===== config.mk =====
export PLATFORM = sky130hd
export DESIGN_NAME = uart_rx_fifo
export DESIGN_NICKNAME = d
export VERILOG_FILES = /design/src/rtl/uart_rx_fifo.sv
export SDC_FILE = /design/constraint.sdc
export NUM_CORES = 1
export LEC_CHECK = 0
export CAP_MARGIN = 0
export CORE_MARGIN = 2
export CORE_UTILIZATION = 45
export DETAILED_ROUTE_END_ITERATION = 8
export GPL_TIMING_DRIVEN = 0
export PLACE_DENSITY = 0.67
export SLEW_MARGIN = 20
export SYNTH_ARGS = -nofsm -noshare
export SYNTH_HDL_FRONTEND = slang
export SYNTH_SLANG_ARGS = --single-unit

===== constraint.sdc =====
create_clock -name clk -period 2.1 [get_ports clk]
set_input_delay 0.525 -clock clk [delete_from_list [all_inputs] [get_ports clk]]
set_output_delay 0.525 -clock clk [all_outputs]
set_load 0.05 [all_outputs]

===== src/rtl/uart_rx_fifo.sv =====
// UART receiver (4x oversampling, 2-of-3 majority per bit) feeding a small byte FIFO.
// Frames are 8N1, LSB first; bad stop bits pulse o_frame_err, pushes into a full FIFO set o_overflow.
module uart_rx_fifo #(
  parameter int unsigned UART_RX_CLK_DIV = 108,
  parameter int unsigned FIFO_DEPTH      = 4
) (
  input  logic       clk,
  input  logic       rstn,
  input  logic       i_rx,
  output logic       o_valid,
  output logic [7:0] o_data,
  input  logic       i_ready,
  output logic       o_frame_err,
  output logic       o_overflow
);

  localparam int unsigned CW = (UART_RX_CLK_DIV > 1) ? $clog2(UART_RX_CLK_DIV) : 1;
  localparam int unsigned AW = $clog2(FIFO_DEPTH);
  localparam int unsigned PW = AW + 1;
  localparam logic [CW-1:0] TICK_MAX = CW'(UART_RX_CLK_DIV - 1);

  typedef enum logic [1:0] {IDLE, START, DATA, STOP} state_t;

  logic [1:0]    sync_q;
  logic          rx_s;
  logic [CW-1:0] cnt_q;
  logic          tick;

  state_t        state_q, state_d;
  logic [1:0]    phase_q, phase_d;
  logic [2:0]    bit_q, bit_d;
  logic [1:0]    samp_q, samp_d;
  logic [7:0]    shift_q, shift_d;
  logic          maj;
  logic          push_c, ferr_c;

  logic [7:0]    mem [FIFO_DEPTH];
  logic [PW-1:0] wr_q, rd_q;
  logic          empty, full, pop, wr_en;

  // Line synchronizer; resets to idle-high so reset never looks like a start bit
  always_ff @(posedge clk or negedge rstn) begin
    if (!rstn) sync_q <= 2'b11;
    else       sync_q <= {sync_q[0], i_rx};
  end
  assign rx_s = sync_q[1];

  // Free-running sample tick generator
  always_ff @(posedge clk or negedge rstn) begin
    if (!rstn)      cnt_q <= '0;
    else if (tick)  cnt_q <= '0;
    else            cnt_q <= cnt_q + CW'(1);
  end
  assign tick = (cnt_q == TICK_MAX);

  assign maj = (samp_q[0] & samp_q[1]) | (samp_q[0] & rx_s) | (samp_q[1] & rx_s);

  // FSM state register
  always_ff @(posedge clk or negedge rstn) begin
    if (!rstn) begin
      state_q <= IDLE;
      phase_q <= 2'd0;
      bit_q   <= 3'd0;
      samp_q  <= 2'b11;
      shift_q <= 8'd0;
    end else begin
      state_q <= state_d;
      phase_q <= phase_d;
      bit_q   <= bit_d;
      samp_q  <= samp_d;
      shift_q <= shift_d;
    end
  end

  // FSM next state: phases 1,2,3 sample; phase 3 resolves the bit
  always_comb begin
    state_d = state_q;
    phase_d = phase_q;
    bit_d   = bit_q;
    samp_d  = samp_q;
    shift_d = shift_q;
    if (tick) begin
      if (state_q == IDLE) begin
        if (!rx_s) begin
          state_d = START;
          phase_d = 2'd1;
        end
      end else begin
        phase_d = phase_q + 2'd1;
        if (phase_q == 2'd1) samp_d[0] = rx_s;
        if (phase_q == 2'd2) samp_d[1] = rx_s;
        if (phase_q == 2'd3) begin
          case (state_q)
            START: begin
              state_d = maj ? IDLE : DATA;
              bit_d   = 3'd0;
            end
            DATA: begin
              shift_d = {maj, shift_q[7:1]};
              bit_d   = bit_q + 3'd1;
              if (bit_q == 3'd7) state_d = STOP;
            end
            default: state_d = IDLE;
          endcase
        end
      end
    end
  end

  // FSM outputs: stop-bit decision
  always_comb begin
    push_c = 1'b0;
    ferr_c = 1'b0;
    if (tick && state_q == STOP && phase_q == 2'd3) begin
      push_c = maj;
      ferr_c = !maj;
    end
  end

  always_ff @(posedge clk or negedge rstn) begin
    if (!rstn) o_frame_err <= 1'b0;
    else       o_frame_err <= ferr_c;
  end

  // FIFO: extra pointer MSB distinguishes full from empty
  assign empty = (wr_q == rd_q);
  assign full  = (wr_q[AW-1:0] == rd_q[AW-1:0]) && (wr_q[AW] != rd_q[AW]);
  assign pop   = !empty && i_ready;
  assign wr_en = push_c && (!full || pop);

  always_ff @(posedge clk or negedge rstn) begin
    if (!rstn) begin
      wr_q       <= '0;
      rd_q       <= '0;
      o_overflow <= 1'b0;
    end else begin
      if (wr_en) wr_q <= wr_q + PW'(1);
      if (pop)   rd_q <= rd_q + PW'(1);
      if (push_c && full && !pop) o_overflow <= 1'b1;
    end
  end

  always_ff @(posedge clk) begin
    if (wr_en) mem[wr_q[AW-1:0]] <= shift_q;
  end

  assign o_valid = !empty;
  assign o_data  = mem[rd_q[AW-1:0]];

endmodule


==> impl_metrics.ini, run 1 <==
[worst_setup_path]
r2r_start = phase_q[1]
critPathMaxFanout = 5
endpoint_kind = primary output
slowest_stage = mux4_2
cp-start-kind = flop
r2r_slack_ns = 0.21
crit_path_max_incr_delay_ns = 0.51
path_class = reg -> out
path_cells = buf_12, mux4_2, buf_6
rr_worst_depth = 4
critPathArrivalTime_ns = 1.58
worstPathRequired_ns = 1.57
timing.rr.end = mem[3][2]

[synth]
synth_commonest_cells = edfxtp_1 (32), dfrtp_1 (30), ha_1 (15)
synth.area.top_cells = edfxtp_1 (33%), dfrtp_1 (26%), ha_1 (6.5%)
netlist_area_sq_um = 2877
async_flop_share_pct = 51.52
syn_nets = 205
yosysUniqueCellTypes = 39
ys_ff_latch = 66
yosysMostFrequentCell = edfxtp_1
synth_edf_count = 32
ys_warn_count = 0
synth_top_area_share_pct = 33.41
synthesis.instances = 186
yosysSeqAreaShare_pct = 63.16
synth_flop_cell = edfxtp_1
synth_top_cell_by_area = edfxtp_1
avgSynthCellArea_sq_um = 15.47

[power_and_ir_drop]
p_leak_nw = 1.523
vdd_drop_max_mv = 0.5773
power.density_nw_per_um2 = 922.5
finalPower_mw = 3.218

[clocking]
h-tree-depth = 3
cts_hold_buf = 0
clk_pin_slew_ns = 0.07
cts_root_buf = clkbuf_8
clock_sinks = 66
tritoncts = yes
cts_max_path_buffers = 2
worst_skew_pair.late_latency_ns = 0.33
cts_buffers = 9

[placement]
place_congestion = 0.7973
dp_hpwl_mm = 2.905
port_buffers = 14

[routing]
wl_per_cell_microns = 14.79
drt_first_pass_iters = 4
wl_met3_microns = 133
drt-met1-wl_mm = 1.889
drcViolationCount = 0
postRouteWirelength_mm = 4.394
drt_iter0_markers = 30
dr_total_vias = 1534
route.met2.wl_mm = 2.283
highest_layer = met4
ant_nets = 0
viasPerCell = 5.165

[die]
dieArea_sq_um = 7048
row_count = 29
dieWidth_microns = 83.95
start_util_pct = 45.82
die_h_microns = 83.95
ioPinCount = 15
core-area_sq_um = 6277

[global_route]
grt_pass1_wl_mm = 7.355
grt_remaining_overflow = 0
grt_antenna_before_repair = 0
grt_start_max_net_pins = 20
track_usage_pct = 13.70
grt_pass1_vias = 1590

[sta]
finalCriticalPeriod_ns = 2.106
setup_slack_ns = -0.005907
slew-limit-headroom_pct = 66.70
hold_viol = 0
fmax_ghz = 0.4749
slew_viol_final = 0
rsz0062_at_grt = true
max_slew.worst_pin.slew_ns = 0.4980
fin_crit_sh_pct = 100.3
fin_skew_ns = 0.008204
fin_setup_tns_ns = -0.01627
finalSetupViolations = 5

[layout]
finalNetCount = 234
layout-drive-gt1-share_pct = 32.73
n_antenna_cell = 0
area_delta_synth_final_pct = 21.27

[min_path]
hp-class = in -> async

[run_status]
violations = negative setup slack
outcome = finished with violations

[flow_run]
max_cap_viol_count = 0
==> power breakdown <==
part / internal [mW] / total (mW) / switching [mW]
clock: 0.823 / 1.30 / 0.479
combinational: 0.278 / 0.500 / 0.222
sequential: 1.38 / 1.42 / 0.0337
total: 2.48 / 3.22 / 0.734
==> sequential cells by signal, indices dropped and copies added, names as in the netlist <==
register,count
bit_q,3
o_frame_err,1
shift_q,8
phase_q,2
state_q,2
sync_q,2
mem,32
cnt_q,7
rd_q,3
wr_q,3
samp_q,2
o_overflow,1
==> critical path, delay by kind of cell (launching register included) <==
kind	cells	cell delay, ns
buf+inv	2	0.31
flops	1	0.42
mux	1	0.51
==> how the worst max path moves through the flow <==
stage | start | to
final | rd_q[0] | o_data[6]
after floorplan | rd_q[1] | rd_q[1]
after global placement | rstn | rd_q[2]
after CTS | rd_q[0] | o_data[7]
after detailed placement | rd_q[0] | o_data[7]
after global routing | rd_q[0] | o_data[7]
==> through the flow <==
step / setup slack, ns / cell area [sq um] / hold slack (ns) / utilization, % / std cells
5_1_grt: -0.07587 / 3488 / 0.1491 / 55.57 / 297
2_1_floorplan: 0.1856 / 2877 / 0.2294 / - / 186
4_1_cts: -0.02353 / 3426 / 0.1281 / 54.57 / 296
3_5_place_dp: -0.2641 / 3136 / 0.3478 / 49.95 / 278
6_report: -0.005907 / 3488 / 0.1316 / 55.57 / 297
3_3_place_gp: -0.2542 / 3113 / 0.3462 / 49.59 / 277
==> cell type report <==
cell class,instances,area [sq um]
Tap cell,77,96.34
Inverter,12,45.04
Timing Repair Buffer,18,214.0
Clock inverter,6,113.9
Sequential cell,66,1818
Multi-Input combinational cell,103,1011
Fill cell,507,2789
Buffer,5,52.55
Clock buffer,10,137.6
==> kinds of logic (layout without fill, tap and decap cells) <==
logic type	count (synthesis)	in the layout	synth area share, %
fa+ha+maj	16	16	6.873
compound gates	11	11	2.480
flops	66	66	63.16
simple gates	43	43	9.352
mux	23	23	12.14
xor+xnor	10	10	3.045
buf+inv	17	51	2.958
==> placed cells by master, fill, tap and decap left out, drive strengths merged, types with 3 or more instances in the layout <==
master	synthesis	final
and3	8	8
buf	5	18
bufinv	0	3
clkbuf	0	11
clkdlybuf4s50	0	4
dfrtp	30	30
dfstp	4	4
edfxtp	32	32
ha	15	15
inv	12	12
mux2	12	12
mux2i	3	3
mux4	8	8
nand2	9	9
nand3	9	9
nor2	4	4
o21ai	4	4
xnor2	8	8
==> metal layers <==
metal	global-route usage [%]	vias to the layer above
met5	0	-
met4	7.038	0
met3	2.967	10
met2	22.91	26
met1	16.71	763
li1	-	735
==> repair_timing <==
action | 4_1_cts | 5_1_grt
gates resized for setup | 66 | 9
cloned | 0 | 1
setup endpoints to repair | 9 | 42
pin swaps | 0 | 1
setup buffers | 2 | 0
No activity file was read; power rests on OpenSTA's default activity.
==> run 2, diff against run 1 <==
REMOVE_ABC_BUFFERS = 1   (was unset)
SKIP_LAST_GASP = 1   (was unset)
==> run 2 against run 1 <==
  * The run still ends with negative setup slack left
  * Fmax fell by 2.1%
  * Clock skew is 0.0033 ns lower
  * Via count decreased by 1.8%
  * Non-clock buffer count decreased by 1
  * Core utilization is 1.6 points lower
==> impl_metrics.ini, run 2 (same netlist as run 1, synthesis figures left out) <==
[run_status]
outcome = finished with violations
violations = negative setup slack

[worst_setup_path]
cp-start-kind = flop
crit_path_max_incr_delay_ns = 0.52
endpoint_kind = primary output
path_class = reg -> out
slowest_stage = dfrtp_4
critPathArrivalTime_ns = 1.63
worstPathRequired_ns = 1.57
path_cells = buf_4, mux4_2, buf_2
critPathMaxFanout = 5

[power_and_ir_drop]
vdd_drop_max_mv = 0.5799
power.density_nw_per_um2 = 866.4
p_leak_nw = 1.474
finalPower_mw = 2.933

[die]
row_count = 29
start_util_pct = 45.82
core-area_sq_um = 6277
die_h_microns = 83.95
dieArea_sq_um = 7048
dieWidth_microns = 83.95
ioPinCount = 15

[clocking]
clk_pin_slew_ns = 0.07
cts_buffers = 9
tritoncts = yes
cts_max_path_buffers = 2
worst_skew_pair.late_latency_ns = 0.33
cts_root_buf = clkbuf_8
clock_sinks = 66
h-tree-depth = 3
cts_hold_buf = 0

[sta]
fin_skew_ns = 0.004863
finalCriticalPeriod_ns = 2.150
hold_viol = 0
slew_viol_final = 0
finalSetupViolations = 8
setup_slack_ns = -0.05038
fmax_ghz = 0.4650
slew-limit-headroom_pct = 66.97
max_slew.worst_pin.slew_ns = 0.4938
rsz0062_at_grt = true
fin_crit_sh_pct = 102.4

[layout]
largest_register_ffs = 32
final_cell_mix = edfxtp_1 (32), dfrtp_1 (28), ha_1 (15)
area_delta_synth_final_pct = 17.70
layout-drive-gt1-share_pct = 31.05
n_antenna_cell = 0
stdcell_count = 296
finalNetCount = 233
layout_commonest_cell = edfxtp_1

[routing]
route.met2.wl_mm = 2.197
highest_layer = met4
viasPerCell = 5.088
drt-met1-wl_mm = 1.900
dr_total_vias = 1506
ant_nets = 0
postRouteWirelength_mm = 4.284
drcViolationCount = 0
drt_iter0_markers = 45
wl_per_cell_microns = 14.47
drt_first_pass_iters = 4
wl_met3_microns = 161

[flow_run]
max_cap_viol_count = 0

[placement]
placed_cells = 273
port_buffers = 14
dp_hpwl_mm = 2.783
dp_slack_ns = -0.5313
place_congestion = 0.8009

[min_path]
hp-class = in -> async

[global_route]
track_usage_pct = 13.44
grt_antenna_before_repair = 0
grt_pass1_vias = 1455
grt_remaining_overflow = 0
grt_pass1_wl_mm = 7.141
grt_start_max_net_pins = 19
run 2: final timing paths:
kind	startpoint	endpoint	slack [ns]	depth (start not counted)
max in group asynchronous	rstn	samp_q[0]	1.45	2
min in group clk	sync_q[0]	sync_q[1]	0.36	0
min reg2reg	sync_q[0]	sync_q[1]	0.36	0
max	rd_q[0]	o_data[1]	-0.05	3
min	rstn	cnt_q[3]	0.14	1
max reg2reg	phase_q[1]	mem[3][4]	0.22	4
run 2: layout make-up:
| class | instances | area, sq um |
|---|---|---|
| clock buffer | 11 | 141.4 |
| sequential | 66 | 1822 |
| inverter | 12 | 45.04 |
| fill | 518 | 2892 |
| multi-input combinational | 103 | 987.2 |
| timing repair buffer | 22 | 240.2 |
| clock inverter | 5 | 53.80 |
| tap | 77 | 96.34 |
run 2: critical path: cells and delay by family (launching register included):
family / cells / cell delay, ns
buffers and inverters: 2 / 0.37
DFF: 1 / 0.52
muxes: 1 / 0.40
run 2: where the power goes:
part | switching (mW) | internal [mW]
logic | 0.169 | 0.267
clock network | 0.457 | 0.575
registers | 0.0757 | 1.39
run 2: what timing repair did:
item | in CTS | in global routing
resized for setup | 64 | 7
endpoints found under the setup margin | 42 | 40
setup buffers | 4 | 3
hold endpoints to repair | 0 | 0
pin swaps | 1 | 1
run 2: metal layers:
layer,vias up,GRT usage [%]
met3,4,5.638
met1,744,16.69
li1,734,-
met2,24,21.60
met5,-,0
met4,0,3.959
run 2: through the flow:
step	setup TNS [ns]	utilization [%]	hold WS [ns]	area [sq um]
floorplan	0	-	0.2294	2836
global placement	-12.73	48.95	0.3455	3073
detailed placement	-6.006	49.31	0.3479	3095
CTS	-0.4442	53.26	0.1296	3343
global route	-0.6929	53.94	0.1538	3386
finish	-0.2508	53.94	0.1352	3386
